==> config.mk <==
export PLATFORM = sky130hd
export DESIGN_NAME = alu_arbiter
export DESIGN_NICKNAME = d
export VERILOG_FILES = /design/src/rtl/alu_pkg.sv /design/src/rtl/alu.sv /design/src/rtl/alu_arbiter.sv
export SDC_FILE = /design/constraint.sdc
export NUM_CORES = 1
export LEC_CHECK = 0
export ABC_AREA = 0
export BUFFER_PORTS_ARGS = -buffer_cell sky130_fd_sc_hd__buf_2
export CAP_MARGIN = 20
export CORE_UTILIZATION = 49
export CTS_CLUSTER_DIAMETER = 150
export CTS_CLUSTER_SIZE = 14
export DETAILED_ROUTE_END_ITERATION = 8
export PLACE_DENSITY_LB_ADDON = 0.12
export SETUP_SLACK_MARGIN = 0.3
export SYNTH_ARGS = -nofsm -noshare
export SYNTH_HDL_FRONTEND = slang
export SYNTH_SLANG_ARGS = --single-unit
==> constraint.sdc <==
create_clock -name clk -period 2.9 [get_ports clk]
set_input_delay 0.29 -clock clk [delete_from_list [all_inputs] [get_ports clk]]
set_output_delay 0.29 -clock clk [all_outputs]
set_load 0.005 [all_outputs]
==> src/rtl/alu_pkg.sv <==
// Shared opcode encodings and FSM state type for the two-requester ALU arbiter.
package alu_pkg;

  typedef enum logic [1:0] {
    OP_ADD = 2'b00,
    OP_SUB = 2'b01,
    OP_AND = 2'b10,
    OP_OR  = 2'b11
  } alu_op_e;

  typedef enum logic {
    IDLE = 1'b0,
    RESP = 1'b1
  } state_e;

  localparam int OPS_DONE_W = 8;

endpackage

==> src/rtl/alu.sv <==
// Combinational ALU: add/sub wrap modulo 2^WIDTH, plus bitwise AND/OR.
module alu
  import alu_pkg::*;
#(
  parameter int WIDTH = 4
) (
  input  logic [WIDTH-1:0] a,
  input  logic [WIDTH-1:0] b,
  input  logic [1:0]       sel,
  output logic [WIDTH-1:0] res
);

  always_comb begin
    res = '0;
    case (alu_op_e'(sel))
      OP_ADD:  res = a + b;
      OP_SUB:  res = a - b;
      OP_AND:  res = a & b;
      OP_OR:   res = a | b;
      default: res = '0;
    endcase
  end

endmodule

==> src/rtl/alu_arbiter.sv <==
// Round-robin arbiter in front of a shared ALU; holds one result until the
// consumer takes it, then counts the completed response.
module alu_arbiter
  import alu_pkg::*;
#(
  parameter int WIDTH = 4
) (
  input  logic                  clk,
  input  logic                  reset,
  input  logic                  req0_valid,
  output logic                  req0_ready,
  input  logic [WIDTH-1:0]      req0_a,
  input  logic [WIDTH-1:0]      req0_b,
  input  logic [1:0]            req0_sel,
  input  logic                  req1_valid,
  output logic                  req1_ready,
  input  logic [WIDTH-1:0]      req1_a,
  input  logic [WIDTH-1:0]      req1_b,
  input  logic [1:0]            req1_sel,
  output logic                  rsp_valid,
  input  logic                  rsp_ready,
  output logic [WIDTH-1:0]      rsp_res,
  output logic                  rsp_id,
  output logic [OPS_DONE_W-1:0] ops_done
);

  state_e                  state_reg;
  logic                    ptr_reg;
  logic [WIDTH-1:0]        rsp_res_reg;
  logic                    rsp_id_reg;
  logic [OPS_DONE_W-1:0]   ops_done_reg;

  logic                    grant_valid;
  logic                    winner;
  logic [WIDTH-1:0]        mux_a;
  logic [WIDTH-1:0]        mux_b;
  logic [1:0]              mux_sel;
  logic [WIDTH-1:0]        alu_res;

  // Grant is purely combinational from this cycle's valids; nothing is
  // remembered about a requester that drops valid before being accepted.
  always_comb begin
    winner = 1'b0;
    if (req0_valid && req1_valid) begin
      winner = ptr_reg;
    end else if (req1_valid) begin
      winner = 1'b1;
    end
    grant_valid = (state_reg == IDLE) && (req0_valid || req1_valid) && !reset;
  end

  assign req0_ready = grant_valid && !winner;
  assign req1_ready = grant_valid &&  winner;

  assign mux_a   = winner ? req1_a   : req0_a;
  assign mux_b   = winner ? req1_b   : req0_b;
  assign mux_sel = winner ? req1_sel : req0_sel;

  alu #(
    .WIDTH (WIDTH)
  ) u_alu (
    .a   (mux_a),
    .b   (mux_b),
    .sel (mux_sel),
    .res (alu_res)
  );

  always_ff @(posedge clk) begin
    if (reset) begin
      state_reg    <= IDLE;
      ptr_reg      <= 1'b0;
      rsp_res_reg  <= '0;
      rsp_id_reg   <= 1'b0;
      ops_done_reg <= '0;
    end else begin
      case (state_reg)
        IDLE: begin
          if (grant_valid) begin
            rsp_res_reg <= alu_res;
            rsp_id_reg  <= winner;
            ptr_reg     <= ~winner;
            state_reg   <= RESP;
          end
        end
        RESP: begin
          // Returning to IDLE costs a cycle, so no accept overlaps this handshake.
          if (rsp_ready) begin
            ops_done_reg <= ops_done_reg + 1'b1;
            state_reg    <= IDLE;
          end
        end
        default: state_reg <= IDLE;
      endcase
    end
  end

  assign rsp_valid = (state_reg == RESP);
  assign rsp_res   = rsp_res_reg;
  assign rsp_id    = rsp_id_reg;
  assign ops_done  = ops_done_reg;

endmodule
==> run summary, run 1 <==
clock share of power -> 0.219
diode count -> 0
CTS tree -> done
H-tree levels -> 1
r2r endpoint -> rsp_res[3]
First DRT Iteration DRCs -> 25
routed wire length -> 2747 um
vias in the first global route -> 1018
core area -> 2191 um^2
syn_nets -> 169
Worst path slowest cell -> a2111o_1
grt ovf -> 0
sequential share of power -> 0.426
Crit. End Element -> register
min-delay worst type -> in -> reg
Slew Limit Fails -> 0
Pwr Total -> 532.1 uW
worst-path cell chain -> and2b_4 > nor2_4 > and3_1 > a31oi_1 > xnor2_1 > ha_1 > and2_1 > or2b_2 > o211ai_1 > a2111o_1 > nand3_1
layout cell share with drive strength beyond 1 -> 0.3132
Max-slew headroom -> 0.7831
Switching Share -> 0.3210
CP delay by family, top -> simple AND/OR/NAND/NOR gates
outcome -> complete, no violations
Largest register FFs -> 8
Crit path arrival time -> 2700 ps
drt drc -> 0
asr flop ratio synth -> 0
clk slew on worst S/H paths -> 80 ps
clock sinks -> 15
post-route setup TNS -> 0 ps
Leak -> 0.6274 nW
Final #Nets -> 212
FMAX -> 404.6 MHz
R2R depth -> 11
initial antenna violation count -> 0
Clk Latency, worst-skew pair -> 280 ps
clock skew -> 3.792 ps
count of non-filler cells in the finished layout -> 210
WP depth -> 11
Avg Vias per Cell -> 5.648
area grow syn2layout -> 22.14%
Max Used Layer -> met3
FILL cells -> 209
CP peak stage delay -> 390 ps
peak supply drop -> 0.0003663 V
Final Cell Area -> 1388 um^2
fin util -> 0.6334
critical path class -> reg -> reg
Min Clock Period, post-route -> 2471 ps
first-pass GRT wire length -> 4395 um
final period utilization -> 0.8522
reg2reg start -> ptr_reg
post-route setup slack -> 428.6 ps
largest net degree at the start of global routing -> 17
DR WL met2 -> 1289 um
routed metal-1 wire length -> 1345 um
flip-flop and latch count after synthesis -> 15
die area -> 2515 um^2
Die Ht -> 50.15 um
Comb pwr share -> 0.355
Placed Cells -> 205
die extent in x -> 50.15 um
post-placement cell area -> 1354 um^2
Buffers on Ports -> 40
yosys warns -> 0
Hold Violations, Final -> 0
Power Dens Cells -> 383.5 nW/um^2
post-cts repair resize count -> 0
number of enable flip-flop cells after synthesis -> 0
routed wl met3 -> 113 um
setup slack, reg-to-reg -> 430 ps
Avg WL per Cell -> 13.08 um
Yosys cell types -> 43
DP HPWL -> 2206 um
Slew @ Worst Pin -> 322.0 ps
CTS Buf Count -> 3
pre-CTS setup slack -> 388.7 ps
clock root buffer -> clkbuf_4
Synth Instances -> 140
GPL Wtd Cong -> 0.8708
RSZ-0062 raised after global routing -> no
Row Count -> 17
vias post-DR -> 1186
Critical Path Source Type -> register
post-CTS setup buffers -> 0
Seq/Total Area, Yosys -> 0.2643
switching power -> 170.8 uW
Top Ports -> 41
Worst Path Buf+Inv -> 0
DRT antenna net count -> 0
Clock Path Buffers -> 2
Starting Density -> 0.5186
Critical Path RT -> 3130 ps
Syn Std Cell Area -> 1136 um^2
max_cap viols -> 0
syn_area_per_cell -> 8.115 um^2
crit path max fanout -> 10
hold depth -> 3
min-delay src -> req0_valid
commonest cells after routing, fill and taps aside -> 40 x buf_2, 16 x nor2_1, 15 x dfxtp_1
gr usage total -> 0.2283
# hold bufs at CTS -> 0
Setup violations, final -> 0
Hold Path End -> rsp_valid
Post-synth top flop -> dfxtp_1
cell-internal power -> 361.3 uW
Worst Hold Slack -> 322.4 ps
commonest non-fill, non-tap cell in the layout -> buf_2
DRT Pass-1 Iters -> 4
cell type report:
class                   instances  area (um^2)  share of cell area
repair buffers                 42        215.2              0.1551
inverters                       2        7.507            0.005410
well taps                      28        35.03             0.02525
flip-flops and latches         15        300.3              0.2164
clock buffers                   4        26.28             0.01894
multi-input cells             119        803.3              0.5789
power by group through the flow:
stage	registers (mW)	logic [mW]	clock network [mW]
6_report	0.227	0.189	0.116
5_1_grt	0.229	0.210	0.133
3_5_place_dp	0.232	0.183	0
2_1_floorplan	0.232	0.122	0
3_3_place_gp	0.231	0.178	0
4_1_cts	0.227	0.183	0.123
kinds of logic after synthesis:
group,count (synthesis),share of synthesized area
AND/OR/NAND/NOR,66,0.3150
AO/OA/AOI/OAI,29,0.1784
flip-flops,15,0.2643
XOR/XNOR,13,0.1002
adder cells (fa/ha/maj),7,0.07710
buffers and inverters,6,0.02862
multiplexers,4,0.03634
synth_stat cells, drive strengths merged, types with 2 or more instances:
library cell,count,share of area
a211oi,3,0.020
a21oi,5,0.022
a311oi,3,0.023
a31oi,2,0.011
and2,3,0.017
and3,3,0.017
clkbuf,4,0.022
dfxtp,15,0.26
ha,3,0.033
inv,2,0.0066
maj3,3,0.026
mux2i,3,0.026
nand2,13,0.043
nand2b,5,0.030
nand3,8,0.035
nand3b,2,0.013
nand4,3,0.017
nor2,17,0.063
nor3,3,0.018
o211ai,4,0.026
o21ai,6,0.026
or2b,2,0.015
or3,2,0.011
xnor2,6,0.046
xor2,7,0.054
how the worst max path moves through the flow:
stage / from / end / slack, ps
after floorplan: ptr_reg / rsp_res[3] / 490
after global placement: req0_valid / rsp_res[3] / 450
after detailed placement: req0_valid / rsp_res[3] / 390
after CTS: ptr_reg / rsp_res[3] / 420
after global routing: ptr_reg / rsp_res[3] / 240
final: ptr_reg / rsp_res[3] / 430
worst register-to-register path, cell delays in order, from the launching register on:
cell and delay [ps]:
dfxtp_1 350, and2b_4 220, nor2_4 220, and3_1 200
a31oi_1 50, xnor2_1 260, ha_1 280, and2_1 140
or2b_2 150, o211ai_1 90, a2111o_1 390, nand3_1 80
layer usage:
layer / track usage / vias up
met5: 0 / -
met3: 0.05455 / 0
met4: 0.04286 / 0
met1: 0.3078 / 564
met2: 0.3689 / 33
li1: - / 589
Note: power is estimated with default switching activity, not from simulation.
==> run 2: changes to the inputs <==
BUFFER_PORTS_ARGS = default   (was -buffer_cell sky130_fd_sc_hd__buf_2)
CORE_UTILIZATION = 55   (was 49)
DONT_BUFFER_PORTS = 1   (was default)
==> run summary, run 2 (synthesized netlist as in run 1, its figures left out) <==
clock skew -> 13.97 ps
Pwr Total -> 495.0 uW
gr usage total -> 0.2410
critical path class -> reg -> reg
DRT antenna net count -> 0
CP delay by family, top -> simple AND/OR/NAND/NOR gates
clock root buffer -> clkbuf_4
outcome -> complete, no violations
count of non-filler cells in the finished layout -> 171
Final #Nets -> 174
Buffers on Ports -> 0
hold depth -> 1
Slew Limit Fails -> 0
routed wire length -> 2472 um
First DRT Iteration DRCs -> 33
first-pass GRT wire length -> 3795 um
peak supply drop -> 0.0004210 V
drt drc -> 0
die extent in x -> 47.45 um
min-delay worst type -> in -> reg
die area -> 2252 um^2
Worst Path Buf+Inv -> 0
Setup violations, final -> 0
commonest non-fill, non-tap cell in the layout -> nor2_1
Leak -> 0.4619 nW
Min Clock Period, post-route -> 2355 ps
FMAX -> 424.6 MHz
grt ovf -> 0
Starting Density -> 0.5851
core area -> 1942 um^2
Crit. End Element -> register
Row Count -> 16
Clock Path Buffers -> 2
clock sinks -> 15
final period utilization -> 0.8121
diode count -> 0
post-route setup TNS -> 0 ps
vias in the first global route -> 882
# hold bufs at CTS -> 0
Hold Violations, Final -> 0
Placed Cells -> 164
worst-path cell chain -> and2b_4 > o21ai_0 > and2_1 > xnor2_1 > ha_1 > and2_1 > or2b_2 > o211ai_1 > a2111o_1 > nand3_1
area grow syn2layout -> 5.837%
DP HPWL -> 1984 um
R2R depth -> 10
Worst Hold Slack -> 58.05 ps
reg2reg start -> ptr_reg
layout cell share with drive strength beyond 1 -> 0.1389
CTS Buf Count -> 3
FILL cells -> 196
Crit path arrival time -> 2590 ps
Top Ports -> 41
RSZ-0062 raised after global routing -> no
last element of the critical path -> rsp_res[3]
CP startpoint -> ptr_reg
largest net degree at the start of global routing -> 17
Max-slew headroom -> 0.7955
Power Dens Cells -> 411.7 nW/um^2
Die Ht -> 47.45 um
most frequent CP cell -> and2_1
H-tree levels -> 1
Critical Path Source Type -> register
Largest register FFs -> 8
fin util -> 0.6192
Critical Path RT -> 3140 ps
initial antenna violation count -> 0
Slew @ Worst Pin -> 303.6 ps
Avg WL per Cell -> 14.46 um
max_cap viols -> 0
vias post-DR -> 1033
r2r endpoint -> rsp_res[3]
setup slack, reg-to-reg -> 550 ps
DRT Pass-1 Iters -> 4
WP depth -> 10
CP peak stage delay -> 400 ps
GPL Wtd Cong -> 0.8846
commonest cells after routing, fill and taps aside -> 16 x nor2_1, 15 x dfxtp_1, 13 x nand2_1
clk slew on worst S/H paths -> 100 ps
post-cts repair resize count -> 0
post-CTS setup buffers -> 0
Avg Vias per Cell -> 6.041
Clk Latency, worst-skew pair -> 290 ps
CTS tree -> done
crit path max fanout -> 4
Worst path slowest cell -> a2111o_1
==> run 2: cell types whose count changed in the layout (fill, tap and decap cells not counted) <==
cell,before,now
clkinv_2,0,1
buf_4,2,4
buf_2,40,0
clkbuf_1,1,0
==> run 2: worst reg2reg max path, cell delays in order, from the launching register on <==
cell      delay, ps
dfxtp_1         340
and2b_4         210
o21ai_0         270
and2_1          190
xnor2_1         150
ha_1            270
and2_1          140
or2b_2          150
o211ai_1        100
a2111o_1        400
nand3_1          80
==> run 2: area by class of cell <==
class / count / area, um^2 / share of cell area
multi-input cells: 119 / 803.3 / 0.6681
inverters: 2 / 7.507 / 0.006244
well taps: 27 / 33.78 / 0.02810
repair buffers: 4 / 30.03 / 0.02497
clock inverters: 1 / 5.005 / 0.004162
flip-flops and latches: 15 / 300.3 / 0.2497
clock buffers: 3 / 22.52 / 0.01873
==> run 2: per-layer routing <==
metal	GRT usage	vias to the layer above	routed length, um
li1	-	513	-
met1	0.3718	472	1183
met2	0.3452	46	1089
met3	0.06792	2	188
met4	0.01714	0	10
met5	0	-	0
==> run 2: worst min-delay path by stage <==
stage                     start     endpoint
final                     reset  ops_done[6]
after global routing      reset  ops_done[5]
after floorplan           reset   rsp_res[0]
after detailed placement  reset  ops_done[6]
after global placement    reset  ops_done[6]
after CTS                 reset  ops_done[6]
==> run 2: power by group <==
part / switching (mW) / internal [mW] / total, mW
Clock: 0.0670 / 0.0512 / 0.118
Combinational: 0.0748 / 0.0725 / 0.147
Sequential: 0.0105 / 0.219 / 0.229
Total: 0.152 / 0.343 / 0.495
==> run 2: per-stage QoR <==
stage                     setup WS [ps]  cell area, um^2
after global placement            517.2             1152
after global routing              361.4             1202
final                             545.0             1202
after detailed placement          424.7             1152
after CTS                         409.6             1180
after floorplan                   488.2             1136
